===== src/rtl/mul_operand_sequencer_pkg.sv =====
// Shared definitions for the multiplier operand sequencer: FSM state encoding
// and the default data width used by the RTL and the bench.
package mul_operand_sequencer_pkg;

  localparam int WIDTH_DEF = 16;

  typedef enum logic [2:0] {
    IDLE   = 3'd0,
    START  = 3'd1,
    LOAD_A = 3'd2,
    LOAD_B = 3'd3,
    WAIT   = 3'd4,
    DONE   = 3'd5
  } seq_state_t;

endpackage


===== src/rtl/mul_operand_sequencer_if.sv =====
// Operand/result streams plus the multiplier-side bus for the sequencer.
// slave is the sequencer's view; master is the surrounding environment's view.
interface mul_operand_sequencer_if
  import mul_operand_sequencer_pkg::*;
#(
  parameter int WIDTH = WIDTH_DEF
);

  logic             in_valid;
  logic             in_ready;
  logic [WIDTH-1:0] in_a;
  logic [WIDTH-1:0] in_b;
  logic             out_valid;
  logic             out_ready;
  logic [WIDTH-1:0] out_product;
  logic             out_timeout;
  logic             mul_start;
  logic [WIDTH-1:0] mul_data;
  logic             mul_done;
  logic [WIDTH-1:0] mul_product;
  logic             busy;

  modport slave (
    input  in_valid, in_a, in_b, out_ready, mul_done, mul_product,
    output in_ready, out_valid, out_product, out_timeout, mul_start, mul_data, busy
  );

  modport master (
    output in_valid, in_a, in_b, out_ready, mul_done, mul_product,
    input  in_ready, out_valid, out_product, out_timeout, mul_start, mul_data, busy
  );

endinterface


===== src/rtl/mul_operand_sequencer_timeout.sv =====
// Saturating WAIT-state timer: clears on entry, counts while enabled and
// flags the terminal count combinationally for the sequencer FSM.
module mul_timeout_counter #(
  parameter int CNT_W    = 17,
  parameter int TERMINAL = 65539
) (
  input  logic clk,
  input  logic rst,
  input  logic i_clr,
  input  logic i_en,
  output logic o_tc
);

  localparam logic [CNT_W-1:0] TC_VAL  = CNT_W'(TERMINAL);
  localparam logic [CNT_W-1:0] CNT_MAX = '1;

  logic [CNT_W-1:0] r_cnt;

  always_ff @(posedge clk) begin
    if (rst) begin
      r_cnt <= '0;
    end else if (i_clr) begin
      r_cnt <= '0;
    end else if (i_en && (r_cnt != CNT_MAX)) begin
      r_cnt <= r_cnt + CNT_W'(1);
    end
  end

  assign o_tc = (r_cnt == TC_VAL);

endmodule


===== src/rtl/mul_operand_sequencer.sv =====
// Feeds operand pairs to the repeated-addition multiplier (A then B on a
// shared bus), waits for done or timeout, and returns the product downstream.
//
//   state  | meaning
//   IDLE   | ready for a new operand pair
//   START  | start pulse, A on the bus
//   LOAD_A | controller loads A
//   LOAD_B | controller loads B and clears P
//   WAIT   | B held, waiting for done or timeout
//   DONE   | result presented until accepted
module mul_operand_sequencer
  import mul_operand_sequencer_pkg::*;
#(
  parameter int WIDTH          = WIDTH_DEF,
  parameter int TIMEOUT_CYCLES = 65540,
  parameter int CNT_W          = 17
) (
  input  logic                    clk,
  input  logic                    rst,
  mul_operand_sequencer_if.slave  bus
);

  seq_state_t       r_state, w_state_nxt;
  logic [WIDTH-1:0] r_a, r_b;
  logic             w_accept, w_zero, w_tc;

  logic             r_in_ready, r_out_valid, r_out_timeout, r_mul_start, r_busy;
  logic [WIDTH-1:0] r_out_product, r_mul_data;
  logic             w_in_ready_nxt, w_out_valid_nxt, w_out_timeout_nxt;
  logic             w_mul_start_nxt, w_busy_nxt;
  logic [WIDTH-1:0] w_out_product_nxt, w_mul_data_nxt;

  assign w_accept = bus.in_valid & r_in_ready;
  assign w_zero   = (bus.in_a == '0) || (bus.in_b == '0);

  mul_timeout_counter #(
    .CNT_W    (CNT_W),
    .TERMINAL (TIMEOUT_CYCLES - 1)
  ) u_timeout (
    .clk   (clk),
    .rst   (rst),
    .i_clr (r_state == LOAD_B),
    .i_en  (r_state == WAIT),
    .o_tc  (w_tc)
  );

  always_ff @(posedge clk) begin
    if (rst) r_state <= IDLE;
    else     r_state <= w_state_nxt;
  end

  always_comb begin
    w_state_nxt = r_state;
    case (r_state)
      IDLE:    if (w_accept) w_state_nxt = w_zero ? DONE : START;
      START:   w_state_nxt = LOAD_A;
      LOAD_A:  w_state_nxt = LOAD_B;
      LOAD_B:  w_state_nxt = WAIT;
      WAIT:    if (bus.mul_done || w_tc) w_state_nxt = DONE;
      DONE:    if (bus.out_ready) w_state_nxt = IDLE;
      default: w_state_nxt = IDLE;
    endcase
  end

  // Outputs are registered from the next state so they line up with it.
  always_comb begin
    w_in_ready_nxt    = (w_state_nxt == IDLE);
    w_out_valid_nxt   = (w_state_nxt == DONE);
    w_mul_start_nxt   = (w_state_nxt == START);
    w_busy_nxt        = (w_state_nxt != IDLE);
    w_mul_data_nxt    = r_mul_data;
    w_out_product_nxt = r_out_product;
    w_out_timeout_nxt = r_out_timeout;
    case (w_state_nxt)
      START, LOAD_A:  w_mul_data_nxt = (r_state == IDLE) ? bus.in_a : r_a;
      LOAD_B, WAIT:   w_mul_data_nxt = r_b;
      default:        w_mul_data_nxt = r_mul_data;
    endcase
    if (r_state == IDLE && w_accept && w_zero) begin
      w_out_product_nxt = '0;
      w_out_timeout_nxt = 1'b0;
    end else if (r_state == WAIT && bus.mul_done) begin
      w_out_product_nxt = bus.mul_product;
      w_out_timeout_nxt = 1'b0;
    end else if (r_state == WAIT && w_tc) begin
      w_out_product_nxt = '0;
      w_out_timeout_nxt = 1'b1;
    end
  end

  always_ff @(posedge clk) begin
    if (rst) begin
      r_in_ready    <= 1'b1;
      r_out_valid   <= 1'b0;
      r_out_product <= '0;
      r_out_timeout <= 1'b0;
      r_mul_start   <= 1'b0;
      r_mul_data    <= '0;
      r_busy        <= 1'b0;
    end else begin
      r_in_ready    <= w_in_ready_nxt;
      r_out_valid   <= w_out_valid_nxt;
      r_out_product <= w_out_product_nxt;
      r_out_timeout <= w_out_timeout_nxt;
      r_mul_start   <= w_mul_start_nxt;
      r_mul_data    <= w_mul_data_nxt;
      r_busy        <= w_busy_nxt;
    end
  end

  always_ff @(posedge clk) begin
    if (rst) begin
      r_a <= '0;
      r_b <= '0;
    end else if (w_accept) begin
      r_a <= bus.in_a;
      r_b <= bus.in_b;
    end
  end

  assign bus.in_ready    = r_in_ready;
  assign bus.out_valid   = r_out_valid;
  assign bus.out_product = r_out_product;
  assign bus.out_timeout = r_out_timeout;
  assign bus.mul_start   = r_mul_start;
  assign bus.mul_data    = r_mul_data;
  assign bus.busy        = r_busy;

endmodule


===== src/flat_wrapper.sv =====
// flat-port wrapper written by rule: the top's interface ports become plain ports
module mul_operand_sequencer_flat import mul_operand_sequencer_pkg::*;
#(
  parameter int WIDTH          = WIDTH_DEF,
  parameter int TIMEOUT_CYCLES = 65540,
  parameter int CNT_W          = 17
)
  (clk, rst, bus_in_valid, bus_in_a, bus_in_b, bus_out_ready, bus_mul_done, bus_mul_product, bus_in_ready, bus_out_valid, bus_out_product, bus_out_timeout, bus_mul_start, bus_mul_data, bus_busy);
  mul_operand_sequencer_if #(.WIDTH(WIDTH)) bus_i ();
  input  logic clk;
  input  logic rst;
  input wire logic [$bits(bus_i.in_valid)-1:0] bus_in_valid;
  input wire logic [$bits(bus_i.in_a)-1:0] bus_in_a;
  input wire logic [$bits(bus_i.in_b)-1:0] bus_in_b;
  input wire logic [$bits(bus_i.out_ready)-1:0] bus_out_ready;
  input wire logic [$bits(bus_i.mul_done)-1:0] bus_mul_done;
  input wire logic [$bits(bus_i.mul_product)-1:0] bus_mul_product;
  output wire logic [$bits(bus_i.in_ready)-1:0] bus_in_ready;
  output wire logic [$bits(bus_i.out_valid)-1:0] bus_out_valid;
  output wire logic [$bits(bus_i.out_product)-1:0] bus_out_product;
  output wire logic [$bits(bus_i.out_timeout)-1:0] bus_out_timeout;
  output wire logic [$bits(bus_i.mul_start)-1:0] bus_mul_start;
  output wire logic [$bits(bus_i.mul_data)-1:0] bus_mul_data;
  output wire logic [$bits(bus_i.busy)-1:0] bus_busy;
  assign bus_i.in_valid = bus_in_valid;
  assign bus_i.in_a = bus_in_a;
  assign bus_i.in_b = bus_in_b;
  assign bus_i.out_ready = bus_out_ready;
  assign bus_i.mul_done = bus_mul_done;
  assign bus_i.mul_product = bus_mul_product;
  assign bus_in_ready = bus_i.in_ready;
  assign bus_out_valid = bus_i.out_valid;
  assign bus_out_product = bus_i.out_product;
  assign bus_out_timeout = bus_i.out_timeout;
  assign bus_mul_start = bus_i.mul_start;
  assign bus_mul_data = bus_i.mul_data;
  assign bus_busy = bus_i.busy;
  mul_operand_sequencer #(.WIDTH(WIDTH), .TIMEOUT_CYCLES(TIMEOUT_CYCLES), .CNT_W(CNT_W)) u_core (.clk(clk), .rst(rst), .bus(bus_i));
endmodule

===== config.mk =====
export PLATFORM = sky130hd
export DESIGN_NAME = mul_operand_sequencer_flat
export DESIGN_NICKNAME = d
export VERILOG_FILES = /design/src/rtl/mul_operand_sequencer_pkg.sv /design/src/rtl/mul_operand_sequencer_if.sv /design/src/rtl/mul_operand_sequencer_timeout.sv /design/src/rtl/mul_operand_sequencer.sv /design/src/flat_wrapper.sv
export SDC_FILE = /design/constraint.sdc
export NUM_CORES = 1
export LEC_CHECK = 0
export BUFFER_PORTS_ARGS = -buffer_cell sky130_fd_sc_hd__buf_2
export CORE_MARGIN = 2
export CORE_UTILIZATION = 53
export CTS_BUF_LIST = sky130_fd_sc_hd__clkbuf_8 sky130_fd_sc_hd__clkbuf_16
export DETAILED_ROUTE_END_ITERATION = 8
export GPL_TIMING_DRIVEN = 0
export PLACE_DENSITY = 0.84
export SETUP_SLACK_MARGIN = 0.5
export SYNTH_ARGS = -nofsm -noshare
export SYNTH_HDL_FRONTEND = slang
export SYNTH_SLANG_ARGS = --single-unit

===== constraint.sdc =====
create_clock -name clk -period 2.5 [get_ports clk]
set_input_delay 0.125 -clock clk [delete_from_list [all_inputs] [get_ports clk]]
set_output_delay 0.125 -clock clk [all_outputs]
set_load 0.05 [all_outputs]

-- After elaboration in Yosys (flattened, before gate mapping)
Cells that the tools add are included.
- register bits: 89
- input bits: 53
- logic and storage cells: 53
- $add $sub $neg: 1
- equal/unequal tests: 12
- multiplexer cells: 9
- bitwise logic cells: 1
- reductions and logical operators: 19
- operators by type and width (kind ; count):
    $mux W16 ; 3
    $logic_not A16 Y1 ; 2
    $pmux W16 S2 ; 1
    $pmux W3 S6 ; 1
    $add A17 B1 Y17 const B ; 1
    $eq A17 B17 Y1 const B ; 1
    $ne A17 B17 Y1 const B ; 1
    $eq A3 B2 Y1 const B ; 4
    $eq A3 B3 Y1 const B ; 4
    $mux W3 ; 4
    $reduce_or A2 Y1 ; 4
    $eq A3 B1 Y1 const B ; 2
    $logic_not A3 Y1 ; 2
    $logic_and A1 B1 Y1 ; 5
    $reduce_bool A2 Y1 ; 2
    $reduce_bool A3 Y1 ; 1
    $reduce_or A3 Y1 ; 1
    $logic_or A1 B1 Y1 ; 2
    $and A1 B1 Y1 ; 1

-- Longest topological paths before layout
Gate-level depths: netlist of the first run.
- depth in word-level cells: 8
- mapped depth: 10
- gate-level depth less buffers: 10

-- By module
Synthesis of the first run repeated with hierarchy kept, for this count alone.
- cell total of the unflattened synthesis: 455
- area, all modules: 4017.6 um2
- modules (own cells, without submodules) (module ; instances ; cells each ; area an instance (um2) ; seq. area each (um2)):
    mul_operand_sequencer ; 1 ; 357 ; 3125.5 ; 1441.4
    mul_timeout_counter ; 1 ; 98 ; 892.1 ; 340.3

-- Worst setup path after synthesis of the first run
OpenSTA, ideal clock, no wires.
- kind: reg-to-reg
- start: reg u_core.u_timeout.r_cnt[0]
- end: reg u_core.u_timeout.r_cnt[12]
- setup time: 0.070 ns
- arrival time: 2.111 ns
- required time: 2.430 ns
- setup slack: 0.319 ns
- cell stages (with the launch flop): 11
- path through: dfxtp_1 -> ha_1 -> nand2_1 -> nor4_1 -> ha_1 -> nor4b_4 -> nand2_1 -> nor2_2 -> nand2b_1 -> or3_1 -> a21oi_1
- longest elaborated chain between the ends: 2
- elaborated cells on any way between the ends: 3
- ends and longest elaborated chain (element ; RTL line ; RTL):
    from (decl) ; mul_operand_sequencer_timeout.sv:17 ; logic [CNT_W-1:0] r_cnt;
    from (signal assigned) ; mul_operand_sequencer_timeout.sv:25 ; r_cnt <= r_cnt + CNT_W'(1);
    parallel branches: the longest is 2 deep, another holds $add A17 B1 Y17 ; - ;
Several ways; the timed one is not identified.
A chain may end at the register's enable or synchronous reset.

-- Final worst setup path of the first run
- start: reg u_core.r_state[1]
- end: reg u_core.r_mul_data[12] (netlist: u_core.bus.mul_data[12])
- longest elaborated chain between the ends: 5
- elaborated cells on any way between the ends: 19
- ends and longest elaborated chain (element ; RTL line ; RTL):
    from (decl) ; mul_operand_sequencer.sv:23 ; seq_state_t r_state, w_state_nxt;
    from (signal assigned) ; mul_operand_sequencer.sv:49 ; else r_state <= w_state_nxt;
    $eq A3 B3 Y1 (tied with other cells) ; mul_operand_sequencer.sv:54 ; case (r_state)
    $pmux W3 S6 ; mul_operand_sequencer.sv:54 ;
    $eq A3 B2 Y1 (tied with other cells) ; mul_operand_sequencer.sv:74 ; case (w_state_nxt)
    $reduce_or A2 Y1 ; mul_operand_sequencer.sv:74 ;
    $pmux W16 S2 / $reduce_bool A2 Y1 (equally long branches) ; - ;
    to (signal assigned) ; mul_operand_sequencer.sv:106 ; r_mul_data <= w_mul_data_nxt;
    to (decl) ; mul_operand_sequencer.sv:28 ; logic [WIDTH-1:0] r_out_product, r_mul_data;
Several ways; a longest one is shown, not always the timed one.

==> results of run 1 <==
[worst min-delay path by stage]
stage	start	end	slack [ns]	cells after the start
2_1_floorplan	bus_in_a[0]	u_core.r_a[0]	0.26	2
3_3_place_gp	bus_mul_product[13]	u_core.bus.out_product[13]	0.37	3
3_5_place_dp	bus_mul_product[13]	u_core.bus.out_product[13]	0.38	3
4_1_cts	bus_mul_product[13]	u_core.bus.out_product[13]	0.0007	3
5_1_grt	bus_in_b[2]	u_core.r_b[2]	0.009	3
6_report	bus_mul_product[1]	u_core.bus.out_product[1]	0.001	3
[power by group through the flow]
| stage | Clock (W) | Combinational, W | Sequential [W] |
|---|---|---|---|
| 6_report | 0.00104 | 0.00165 | 0.00168 |
| 5_1_grt | 0.00111 | 0.00175 | 0.00170 |
| 4_1_cts | 0.00105 | 0.00151 | 0.00168 |
| 3_5_place_dp | 0 | 0.00132 | 0.00171 |
| 3_3_place_gp | 0 | 0.00130 | 0.00170 |
| 2_1_floorplan | 0 | 0.000592 | 0.00209 |
[stage by stage]
stage / power, W / hold slack, ns / setup WS [ns] / std cells / util [%]
2_1_floorplan: 0.00269 / 0.261 / 0.393 / 440 / -
3_3_place_gp: 0.00300 / 0.371 / 0.0675 / 625 / 63.3
3_5_place_dp: 0.00303 / 0.381 / 0.00695 / 625 / 63.3
4_1_cts: 0.00423 / 0.000737 / 0.415 / 662 / 71.3
5_1_grt: 0.00456 / 0.00926 / 0.349 / 667 / 73.5
6_report: 0.00438 / 0.000955 / 0.420 / 667 / 73.5
[synth_stat cells, types with 2 or more instances]
master,count
xor2_1,7
buf_2,7
inv_1,2
nand2b_1,11
mux2i_1,2
nor3_1,3
xnor2_1,5
o21ai_0,7
buf_1,2
and3_1,3
o221a_2,13
a22oi_1,16
nor4b_1,2
nand2_1,106
buf_6,3
dfxtp_1,89
and2_1,3
nand3_1,4
or3_1,5
nor2_1,36
a21oi_1,44
a31oi_1,14
ha_1,2
clkbuf_1,17
a211o_1,2
nand4_1,6
a2bb2oi_1,3
nor4_1,11
[metal layers]
layer | wire [um] | GRT usage (%) | vias up
li1 | - | - | 1792
met1 | 4340 | 34.9 | 1824
met2 | 5390 | 46.1 | 145
met3 | 614 | 5.56 | 20
met4 | 201 | 9.37 | 0
met5 | 0 | 0 | -
[cell families (layout without fill, tap and decap cells)]
logic type	Yosys count	in the layout	synth area share (%)
AO/OA/AOI/OAI	105	105	19.0
XOR/XNOR	12	12	2.84
adder cells (fa/ha/maj)	2	2	0.676
buffers and inverters	32	163	4.19
flip-flops	89	89	48.1
multiplexers	3	3	0.912
AND/OR/NAND/NOR	197	197	24.3
[flip-flops by register name (all words and copies together), names as in the netlist, 3 cells and up]
register,count
u_core.r_a,16
u_core.bus.mul_data,16
u_core.r_b,16
u_core.r_state,3
u_core.bus.out_product,16
u_core.u_timeout.r_cnt,17
[worst max-delay path: cells and delay by family, from the launching register on]
kind,cells,cell delay [ns]
AND/OR/NAND/NOR,2,0.25
flip-flops,1,0.35
buffers and inverters,4,0.66
AO/OA/AOI/OAI,2,0.50
multiplexers,1,0.25
[layout make-up]
type | count | area, um^2 | area share [%]
clock inverters | 6 | 72.6 | 1.45
clock buffers | 10 | 138 | 2.76
multi-input cells | 319 | 1990 | 39.8
well taps | 96 | 120 | 2.41
plain buffers | 30 | 198 | 3.96
flip-flops and latches | 89 | 1800 | 36.1
inverters | 2 | 7.51 | 0.150
repair buffers | 115 | 666 | 13.3
[what timing repair did]
action                                 CTS  global route
setup endpoints to repair               35            39
resized for setup                       38            25
pin swaps                               13             5
hold buffers                             3             0
endpoints found under the hold margin    3             0
cloned                                   0             1
setup buffers                           18             4
==> flow_summary.ini, run 1 <==
[pwr]
p_switching_w = 0.00168
peakVddDrop_mv = 0.529
p_int_w = 0.00270
p_clk_share_pct = 23.9
p_leak_nw = 2.02
swShare_pct = 38.4
seqPwrFrac_pct = 38.3
p_per_area_nw_per_um2 = 877
power_frac_comb_pct = 37.8

[critical_path]
regToRegStartpoint = u_core.r_state[1]
crit_type = reg2reg
crit_start = u_core.r_state[1]
end_kind = flip-flop
r2r_setup_slack_ns = 0.42
cp_cell_sequence = buf_8 > nor2_2 > and3_1 > buf_4 > a211o_4 > buf_4 > mux2i_4 > buf_6 > o221a_2
cp.required_ns = 2.82
cpPeakStageDelay_ns = 0.35
cp-start-kind = flip-flop
worst_path_max_delay_cell = dfxtp_2
worstPathArrival_ns = 2.40
reg2reg_to = u_core.bus.mul_data[12]
crit_top_cell = buf_4
worstPathMaxFanout = 10
reg2reg_depth = 9
crit_path_end = u_core.bus.mul_data[12]

[drt]
drc_errors = 0
vias_per_cell = 5.67
wl_per_cell_um = 15.8
antenna_left = 0
first_pass_iters = 5
route.vias.total = 3781
drt-total-wl_um = 10500
drtIter0Drc = 293

[logic_synthesis]
ys_warn_count = 0
synth_edf_count = 0
synth_top_area_share_pct = 48.1
ys_seq_area_share_pct = 48.1
synthCells = 440
avgSynthCellArea_um2 = 8.42
syn-num-nets = 495
async_flop_share_pct = 0
ys_ff_latch = 89
ys.flop_type = dfxtp_1
syn_area_um2 = 3700
synth_area_leader_cell = dfxtp_1
synth.distinct_cells = 43
netlist_top_cells_area = dfxtp_1, nand2_1, a21oi_1

[clock_tree]
cts_max_path_buffers = 2
cts_buffers = 9
htreeDepth = 3
cts.sinks = 89
clk-insertion-delay-late_ns = 0.37
cts_tree = done
clkSlewWorstSetupHoldPaths_ns = 0.10
root_buffer = clkbuf_8

[floorplan]
die_h_um = 87.6
start_util_pct = 54.5
io_pins = 90
coreArea_um2 = 6790
die-area_um2 = 7670
die_x_um = 87.6
rows = 30

[cells_and_area]
fillerInstances = 461
layout_common_cells = nand2_1, buf_2, dfxtp_1, a21oi_1, nor2_1
fin_nets = 621
antenna_cells = 0
final_common_cell = nand2_1
final_cell_area_um2 = 4990
synthToLayoutAreaGrowth_pct = 34.8
layout-drive-gt1-share_pct = 34.7

[sta]
finClkSkew_ns = 0.0179
slew_headroom_pct = 46.1
min_period_ns = 2.08
hold_viol_final = 0
maxSlewViolCount = 0
tightest_slew_ns = 0.808
setup_viol_count_final = 0
totalNegativeSetupSlack_ns = 0
rsz0062_at_grt = yes
period_share_pct = 83.2
fmax_ghz = 0.481

[global_route]
overflow = 0
grt_max_degree = 17
grt_pass1_vias = 3512
grt_pass1_wl_um = 16400
grt_use_total_pct = 27.3
antenna_found_initial = 0

[run_status]
status = finished clean

[placement]
dp_hpwl_um = 6940
port_buffers = 89
placed_cell_area_um2 = 4300
gp_congestion = 0.886

[worst_hold_path]
hp-class = in2reg

[run]
drv_cap = 0
Note: power is estimated with default switching activity, not from simulation.
==> inputs of run 2 (changes only) <==
==> constraint.sdc (replaced) <==
create_clock -name clk -period 2.1 [get_ports clk]
set_input_delay 0.105 -clock clk [delete_from_list [all_inputs] [get_ports clk]]
set_output_delay 0.105 -clock clk [all_outputs]
set_load 0.05 [all_outputs]
==> run 2 against run 1 <==
Net effect: the flow now finishes with violations (negative hold slack, negative setup slack); final cell count grew 5.7%; first-iteration DRC count grew 110%; design area grew 13%; critical path type unchanged; fmax shrank 14%; count of clock-buffer cells in the layout is the same; via count grew 18%; sequential share of layout area shrank 4.2 points; critical endpoint is now u_core.u_timeout.r_cnt[12].
==> flow_summary.ini, run 2 (synthesis gave the netlist of run 1 again) <==
[run_status]
status = complete, but fails checks
violations = negative hold slack, negative setup slack

[sta]
hold_viol_final = 4
whs_ns = -0.0165
period_share_pct = 115
rsz0062_at_grt = yes
finClkSkew_ns = 0.0111
maxSlewViolCount = 0
fmax_ghz = 0.413
layout_setup_ws_ns = -0.324
setup_viol_count_final = 21
slew_headroom_pct = 51.8
tightest_slew_ns = 0.724
min_period_ns = 2.42

[pwr]
power_frac_comb_pct = 42.7
swShare_pct = 40.6
p_leak_nw = 2.30
p_per_area_nw_per_um2 = 968
p_int_w = 0.00325
p_switching_w = 0.00223
peakVddDrop_mv = 0.476
seqPwrFrac_pct = 37.0
p_clk_share_pct = 20.3

[cells_and_area]
antenna_cells = 0
fin_util_pct = 83.3
instances_no_fill = 705
layout_common_cells = nand2_1, buf_2, dfxtp_1, a21oi_1, buf_4
final_common_cell = nand2_1
fin_nets = 659
largest-register = u_core.u_timeout.r_cnt
synthToLayoutAreaGrowth_pct = 52.8
largest_register_ffs = 17
layout-drive-gt1-share_pct = 41.5

[floorplan]
start_util_pct = 54.5
die-area_um2 = 7670
die_h_um = 87.6
coreArea_um2 = 6790
io_pins = 90
die_x_um = 87.6
rows = 30

[drt]
antenna_left = 0
drtIter0Drc = 625
drt-total-wl_um = 15600
wl_per_cell_um = 22.1
drc_errors = 0
first_pass_iters = 7
vias_per_cell = 6.34
route.vias.total = 4470

[placement]
dp_hpwl_um = 6870
gp_congestion = 0.885
post-place-cells = 625
port_buffers = 89

[clock_tree]
clk-insertion-delay-late_ns = 0.39
clkSlewWorstSetupHoldPaths_ns = 0.10
cts_buffers = 9
htreeDepth = 3
cts_max_path_buffers = 2
cts.sinks = 89
root_buffer = clkbuf_8
cts_tree = done

[critical_path]
cp-start-kind = flip-flop
worstPathArrival_ns = 2.70
worstPathMaxFanout = 5
cp.required_ns = 2.38
cp_cell_sequence = and3_4 > nand3_4 > nor4_4 > ha_2 > nor4b_4 > buf_4 > nand2_4 > nor2_4 > nand2b_4 > or3_1 > a21oi_1
worst_path_max_delay_cell = dfxtp_2
crit_type = reg2reg
cpPeakStageDelay_ns = 0.35
end_kind = flip-flop

[global_route]
grt_use_total_pct = 30.1
grt_pass1_wl_um = 18000
overflow = 0
grt_max_degree = 15
antenna_found_initial = 0
grt_pass1_vias = 3750

[run]
drv_cap = 0

[worst_hold_path]
hp-class = in2reg
run 2: cell type report:
| type | instances | area (um^2) |
|---|---|---|
| Buffer | 30 | 228 |
| Clock buffer | 10 | 138 |
| Clock inverter | 6 | 35.0 |
| Fill cell | 334 | 1130 |
| Inverter | 2 | 7.51 |
| Multi-Input combinational cell | 319 | 2240 |
| Sequential cell | 89 | 1810 |
| Tap cell | 96 | 120 |
| Timing Repair Buffer | 153 | 1080 |
run 2: metrics by stage:
stage / total power, W / area, um^2 / setup TNS, ns / setup WS, ns
6_report: 0.00548 / 5660 / -2.27 / -0.324
5_1_grt: 0.00563 / 5660 / -3.69 / -0.311
4_1_cts: 0.00493 / 5120 / 0 / 0.0362
3_5_place_dp: 0.00368 / 4370 / -1.82 / -0.271
3_3_place_gp: 0.00364 / 4370 / -1.09 / -0.214
2_1_floorplan: 0.00328 / 3810 / -0.0135 / -0.00676
run 2: power by group through the flow:
stage	registers (W)	clock network, W	logic, W
final	0.00203	0.00111	0.00234
after global routing	0.00204	0.00118	0.00241
after CTS	0.00200	0.00106	0.00186
after detailed placement	0.00204	0	0.00164
after global placement	0.00203	0	0.00161
after floorplan	0.00250	0	0.000777
run 2: repair_timing:
item,in CTS,in global routing
hold buffers,20,0
hold endpoints to repair,20,0
gates resized for setup,41,84
gates cloned,0,2
endpoints found under the setup margin,55,77
pin swaps,14,27
setup buffers,23,19
run 2: final timing paths:
kind	start	to	slack [ns]	cells past startpoint
setup reg to reg	u_core.u_timeout.r_cnt[12]	u_core.u_timeout.r_cnt[12]	-0.32	11
hold / removal	bus_in_a[11]	u_core.r_a[11]	-0.02	3
hold reg to reg	u_core.r_a[9]	u_core.r_a[9]	0.46	2
setup / recovery	u_core.u_timeout.r_cnt[12]	u_core.u_timeout.r_cnt[12]	-0.32	11
run 2: metal layers:
| metal | GRT usage, % | up-vias | wire length, um | part of all wire, % |
|---|---|---|---|---|
| li1 | - | 1881 | - | - |
| met5 | 0 | - | 0 | 0 |
| met4 | 13.6 | 0 | 1310 | 8.4 |
| met3 | 6.31 | 137 | 1750 | 11 |
| met2 | 50.6 | 429 | 7240 | 46 |
| met1 | 37.2 | 2023 | 5290 | 34 |
run 2: worst max-delay path: cells and delay by family (launching register included):
kind | cells | cell delay, ns
adder cells (fa/ha/maj) | 1 | 0.21
AND/OR/NAND/NOR | 8 | 1.28
buffers and inverters | 1 | 0.20
flip-flops | 1 | 0.35
AO/OA/AOI/OAI | 1 | 0.27
